## config.mk

```make
export PLATFORM = sky130hd
export DESIGN_NAME = inst_decode_ctrl
export DESIGN_NICKNAME = d
export VERILOG_FILES = /design/src/rtl/inst_decode_ctrl_pkg.sv /design/src/rtl/inst_decode_ctrl_register_n.sv /design/src/rtl/inst_decode_ctrl.sv
export SDC_FILE = /design/constraint.sdc
export NUM_CORES = 1
export LEC_CHECK = 0
export CAP_MARGIN = 20
export CORE_MARGIN = 2
export CORE_UTILIZATION = 41
export CTS_BUF_LIST = sky130_fd_sc_hd__clkbuf_4 sky130_fd_sc_hd__clkbuf_8 sky130_fd_sc_hd__clkbuf_16
export DETAILED_ROUTE_END_ITERATION = 10
export PLACE_DENSITY = 0.74
export RECOVER_POWER = 50
export SLEW_MARGIN = 10
export SYNTH_ARGS = -nofsm -noshare
export SYNTH_HDL_FRONTEND = slang
export SYNTH_SLANG_ARGS = --single-unit
```

## constraint.sdc

```tcl
create_clock -name clk -period 2.2 [get_ports clk]
set_input_delay 0.33 -clock clk [delete_from_list [all_inputs] [get_ports clk]]
set_output_delay 0.33 -clock clk [all_outputs]
set_load 0.02 [all_outputs]
```

## src/rtl/inst_decode_ctrl_pkg.sv

```systemverilog
// Shared ISA opcodes and decode-FSM encodings for the decode-stage controller.
package inst_decode_ctrl_pkg;

  localparam logic [5:0] OP_RTYPE = 6'h00;
  localparam logic [5:0] OP_J     = 6'h02;
  localparam logic [5:0] OP_BEQ   = 6'h04;
  localparam logic [5:0] OP_BNE   = 6'h05;
  localparam logic [5:0] OP_ADDI  = 6'h08;
  localparam logic [5:0] OP_LW    = 6'h23;
  localparam logic [5:0] OP_SW    = 6'h2B;
  localparam logic [5:0] OP_HALT  = 6'h3F;

  typedef enum logic [1:0] {
    ST_RUN    = 2'd0,
    ST_SQUASH = 2'd1,
    ST_HALTED = 2'd2
  } state_t;

  typedef struct packed {
    logic reg_wr;
    logic alu_src;
    logic mem_rd;
    logic mem_wr;
    logic mem_to_reg;
    logic reg_dst;
  } ctrl_t;

endpackage

```

## src/rtl/inst_decode_ctrl_register_n.sv

```systemverilog
// N-bit register with synchronous active-high reset and write enable.
module inst_decode_ctrl_register_n #(
  parameter int N = 32
) (
  input  logic         clk,
  input  logic         reset,
  input  logic         wr_en,
  input  logic [N-1:0] d,
  output logic [N-1:0] q
);

  logic [N-1:0] r_q;

  always_ff @(posedge clk) begin
    if (reset)      r_q <= '0;
    else if (wr_en) r_q <= d;
  end

  assign q = r_q;

endmodule

```

## src/rtl/inst_decode_ctrl.sv

```systemverilog
// Decode-stage controller: IF/ID register, decode, branch/jump resolve,
// one-word squash after redirect, HALT, and saturating perf counters.
module inst_decode_ctrl
  import inst_decode_ctrl_pkg::*;
#(
  parameter int CNT_W = 32
) (
  input  logic             clk,
  input  logic             reset,
  input  logic [31:0]      inst_in,
  input  logic             eq_flag,
  output logic             branch,
  output logic             jmp,
  output logic [15:0]      imm16,
  output logic [25:0]      jmp_imm26,
  output logic [4:0]       rs,
  output logic [4:0]       rt,
  output logic [4:0]       rd,
  output logic             id_valid,
  output logic             reg_wr,
  output logic             alu_src,
  output logic             mem_rd,
  output logic             mem_wr,
  output logic             mem_to_reg,
  output logic             reg_dst,
  output logic             halted,
  output logic             illegal,
  output logic [CNT_W-1:0] retired_cnt,
  output logic [CNT_W-1:0] redirect_cnt
);

  localparam logic [CNT_W-1:0] CNT_ONE = CNT_W'(1);
  localparam logic [CNT_W-1:0] CNT_MAX = '1;

  logic [31:0]      w_instr;
  logic [5:0]       w_op;
  state_t           r_state;
  state_t           w_state_nxt;
  ctrl_t            w_ctrl;
  logic             w_br;
  logic             w_jmp;
  logic             w_halt;
  logic             w_unk;
  logic             w_valid;
  logic             r_illegal;
  logic [CNT_W-1:0] r_ret;
  logic [CNT_W-1:0] r_redir;

  inst_decode_ctrl_register_n #(.N(32)) u_ifid (
    .clk   (clk),
    .reset (reset),
    .wr_en (1'b1),
    .d     (inst_in),
    .q     (w_instr)
  );

  assign w_op    = w_instr[31:26];
  assign w_valid = (r_state == ST_RUN);

  always_comb begin
    w_ctrl = '0;
    w_br   = 1'b0;
    w_jmp  = 1'b0;
    w_halt = 1'b0;
    w_unk  = 1'b0;
    if (w_valid) begin
      unique case (w_op)
        OP_RTYPE: begin
          w_ctrl.reg_wr  = 1'b1;
          w_ctrl.reg_dst = 1'b1;
        end
        OP_J:    w_jmp = 1'b1;
        OP_BEQ:  w_br  = eq_flag;
        OP_BNE:  w_br  = ~eq_flag;
        OP_ADDI: begin
          w_ctrl.reg_wr  = 1'b1;
          w_ctrl.alu_src = 1'b1;
        end
        OP_LW: begin
          w_ctrl.reg_wr     = 1'b1;
          w_ctrl.alu_src    = 1'b1;
          w_ctrl.mem_rd     = 1'b1;
          w_ctrl.mem_to_reg = 1'b1;
        end
        OP_SW: begin
          w_ctrl.alu_src = 1'b1;
          w_ctrl.mem_wr  = 1'b1;
        end
        OP_HALT: w_halt = 1'b1;
        default: w_unk  = 1'b1;
      endcase
    end
  end

  always_comb begin
    w_state_nxt = r_state;
    unique case (r_state)
      ST_RUN: begin
        if (w_br || w_jmp) w_state_nxt = ST_SQUASH;
        else if (w_halt)   w_state_nxt = ST_HALTED;
      end
      ST_SQUASH: w_state_nxt = ST_RUN;
      ST_HALTED: w_state_nxt = ST_HALTED;
      default:   w_state_nxt = ST_SQUASH;
    endcase
  end

  always_ff @(posedge clk) begin
    if (reset) r_state <= ST_SQUASH;
    else       r_state <= w_state_nxt;
  end

  always_ff @(posedge clk) begin
    if (reset) begin
      r_illegal <= 1'b0;
      r_ret     <= '0;
      r_redir   <= '0;
    end else begin
      if (w_unk) r_illegal <= 1'b1;
      if (w_valid && r_ret != CNT_MAX)
        r_ret <= r_ret + CNT_ONE;
      if ((w_br || w_jmp) && r_redir != CNT_MAX)
        r_redir <= r_redir + CNT_ONE;
    end
  end

  assign branch       = w_br;
  assign jmp          = w_jmp;
  assign imm16        = w_instr[15:0];
  assign jmp_imm26    = w_instr[25:0];
  assign rs           = w_instr[25:21];
  assign rt           = w_instr[20:16];
  assign rd           = w_instr[15:11];
  assign id_valid     = w_valid;
  assign reg_wr       = w_ctrl.reg_wr;
  assign alu_src      = w_ctrl.alu_src;
  assign mem_rd       = w_ctrl.mem_rd;
  assign mem_wr       = w_ctrl.mem_wr;
  assign mem_to_reg   = w_ctrl.mem_to_reg;
  assign reg_dst      = w_ctrl.reg_dst;
  assign halted       = (r_state == ST_HALTED);
  assign illegal      = r_illegal;
  assign retired_cnt  = r_ret;
  assign redirect_cnt = r_redir;

endmodule

```

==> results.md <==
- Status: finished, violations left
- Failing checks: DRC
- Initial Util: 42.4%
- Total power: 4.07 mW
- Hold Path Sink: illegal
- Post-synth top area share: 40.6%
- Synthesized net count: 601
- Initial antenna violation count: 0
- GRT overflow: 0
- Post-route insts no fill: 864
- Vias per inst: 5.44
- Kind of critical path: flip-flop to output pin
- Height of the chip: 113 µm
- Max cap viols: 0
- Core box area: 11500 µm²
- Syn avg cell area: 8.68 µm²
- Worst R2R Start: retired_cnt[11]
- Worst setup margin: 16.5 ps
- CTS root buf: clkbuf_16
- #FFs+latches synth: 99
- Hpwl dp: 9.38 mm
- Least-Margin Pin Slew: 1120 ps
- Final setup viols: 0
- Clk_skew: 8.03 ps
- DRT Wirelength: 12.9 mm
- Max Root-Sink Buffers: 2
- Seq pwr share: 45.6%
- Slew Viols, Final: 0
- DRC: 11
- Pwr per Cell Area: 568 nW/µm²
- Util after Layout: 62.2%
- Cell total after placement: 847
- Psw: 0.956 mW
- Hold slack final: 482 ps
- Final Critical Period: 2180 ps
- # port buffers: 166
- Slew HR: 25.6%
- Clock power frac: 42.0%
- Top-count cell post-synth: dfxtp_1
- Number of global-route vias before repair: 4375
- Worst EP required: 1870 ps
- CTS Buf Count: 9
- DR vias: 4696
- Primary FF master, synth: dfxtp_1
- # IOs: 167
- Wire length per cell: 15.0 µm
- Worst r2r path cells: 6
- Crit path DAT: 1850 ps
- Layout cells sized above 1: 20.0%
- Initial DRC Count: 217
- Place WS: -293 ps
- First-pass detailed-route iteration total: 7
- Combinational power share: 12.4%
- Worst vdd ir: 0.345 mV
- Die span in x: 113 µm
- Area occupied by multi-input gates: 2480 µm²
- CP endpoint kind: output pin
- Synth Warn #: 0
- Net Sw Frac: 23.5%
- Synth area leader: dfxtp_1
- Yosys cell types: 52
- Synth cell count leaders: dfxtp_1, buf_4, a21oi_1
- Fmax: 458 MHz
- Seq/Total Area, Yosys: 40.6%
- TritonCTS clock tree: done
- Final Cycle Share: 99.2%
- Leakage power: 2.71 nW
- Total GRT Usage: 19.5%
- Ranking of synthesized cells by area: dfxtp_1, buf_4, nor2b_1, a21oi_1, or3_1
- First-pass GRT wire length: 20.6 mm
- R2R Setup Slk: 40 ps
- FFs w/ async S/R, synth: 0%
- RePlAce Congestion: 0.843
- Worst R2R End: retired_cnt[31]
- Internal: 3.11 mW
- Largest net degree at the start of global routing: 53
- Syn-to-layout area delta: 46.8%
- Cts hold-fix bufs: 0
- Clock-pin slew on the worst setup and hold paths: 60 ps
- Clk sinks: 99
- Mapped Area: 4880 µm²
- Nets@finish: 755
- Hold Fails Final Rpt: 0
- Worst-path fanout max: 3
- Worst skew pair latency: 350 ps
- Row cnt: 39
- Hold Crit Depth: 2
- HP Class: flip-flop to flip-flop
- Diode count: 0
- Hold path start: illegal
- RSZ-0062 raised after global routing: true
- Syn Inst Count: 562
- H-tree depth: 3
- Remaining antenna violation count: 0
- FF/Latch Area: 2030 µm²
- EDFF count, synth: 0
- Fillers: 968
- Startpoint Class: flip-flop
- DIE AREA: 12800 µm²
-- critical path, stage by stage (launching register included) --
cell     delay (ps)
dfxtp_2         330
inv_2            70
ha_4            120
inv_1            50
or4_4           460
nor4b_4         280
buf_4           190
-- flip-flops by register name (all words and copies together) (netlist names) --
register and cells:
redirect_cnt 32, retired_cnt 32, u_ifid.q 32, r_state 2, illegal 1
-- layer usage --
metal / global-route usage, % / up-vias / part of all wire [%]
met2: 33.3 / 154 / 50
met4: 8.13 / 0 / 1.4
met5: 0 / - / 0
li1: - / 2287 / -
met1: 24.0 / 2238 / 42
met3: 4.02 / 17 / 6.5
-- through the flow --
step,instance area (µm²),setup TNS (ps)
after floorplan,5020,-34.4
after global placement,6760,-2780
after detailed placement,6760,-4170
after CTS,7100,-356
after global routing,7160,-447
final,7160,0
-- cells in the final DEF (no fill, tap or decap), drive strengths merged, types with 18 or more instances in the layout --
master         count
a21oi             42
buf               62
clkbuf            19
clkdlybuf4s50     81
dfxtp             99
dlygate4sd3       76
nand2             20
nand3             21
nand4             21
nor2              34
nor2b             41
o21ai             22
o31ai             18
or3               24
or4               18
-- power by group through the flow --
stage	clock network [mW]	registers, mW	logic, mW
after floorplan	0	1.91	0.302
after global placement	0	1.89	0.509
after detailed placement	0	1.90	0.522
after CTS	1.74	1.86	0.526
after global routing	1.81	1.86	0.543
final	1.71	1.85	0.506
-- what timing repair did --
| action | 4_1_cts | 5_1_grt |
|---|---|---|
| endpoints found under the hold margin | 0 | 0 |
| endpoints found under the setup margin | 16 | 20 |
| resized for setup | 21 | 21 |
| setup buffers | 0 | 1 |
| pin swaps | 0 | 3 |
-- logic make-up (layout without fill, tap and decap cells) --
| group | count (synthesis) | after routing | share of synthesized area [%] |
|---|---|---|---|
| adders and majority gates | 4 | 4 | 1.03 |
| buffers and inverters | 97 | 256 | 12.0 |
| xor gates and xnor gates | 12 | 12 | 2.15 |
| muxes | 11 | 11 | 2.49 |
| AOI/OAI and AO/OA | 105 | 105 | 13.2 |
| DFF | 99 | 99 | 40.6 |
| and+or+nand+nor | 234 | 234 | 28.5 |
-- cell type report --
class	instances	area share, %
inverters	12	0.629
multi-input cells	366	34.6
clock inverters	1	0.419
repair buffers	228	29.4
flip-flops and latches	99	28.3
clock buffers	15	4.11
well taps	143	2.50
-- worst max-delay path by stage --
stage | endpoint | slack [ps] | depth (start not counted) | start
finish | jmp | 20 | 6 | r_state[0]
global route | mem_rd | -60 | 8 | r_state[0]
CTS | jmp | -200 | 6 | r_state[0]
detailed placement | redirect_cnt[26] | -290 | 7 | eq_flag
global placement | redirect_cnt[26] | -210 | 7 | eq_flag
floorplan | retired_cnt[23] | -20 | 7 | retired_cnt[9]
Power figures use the tool's default switching activity.
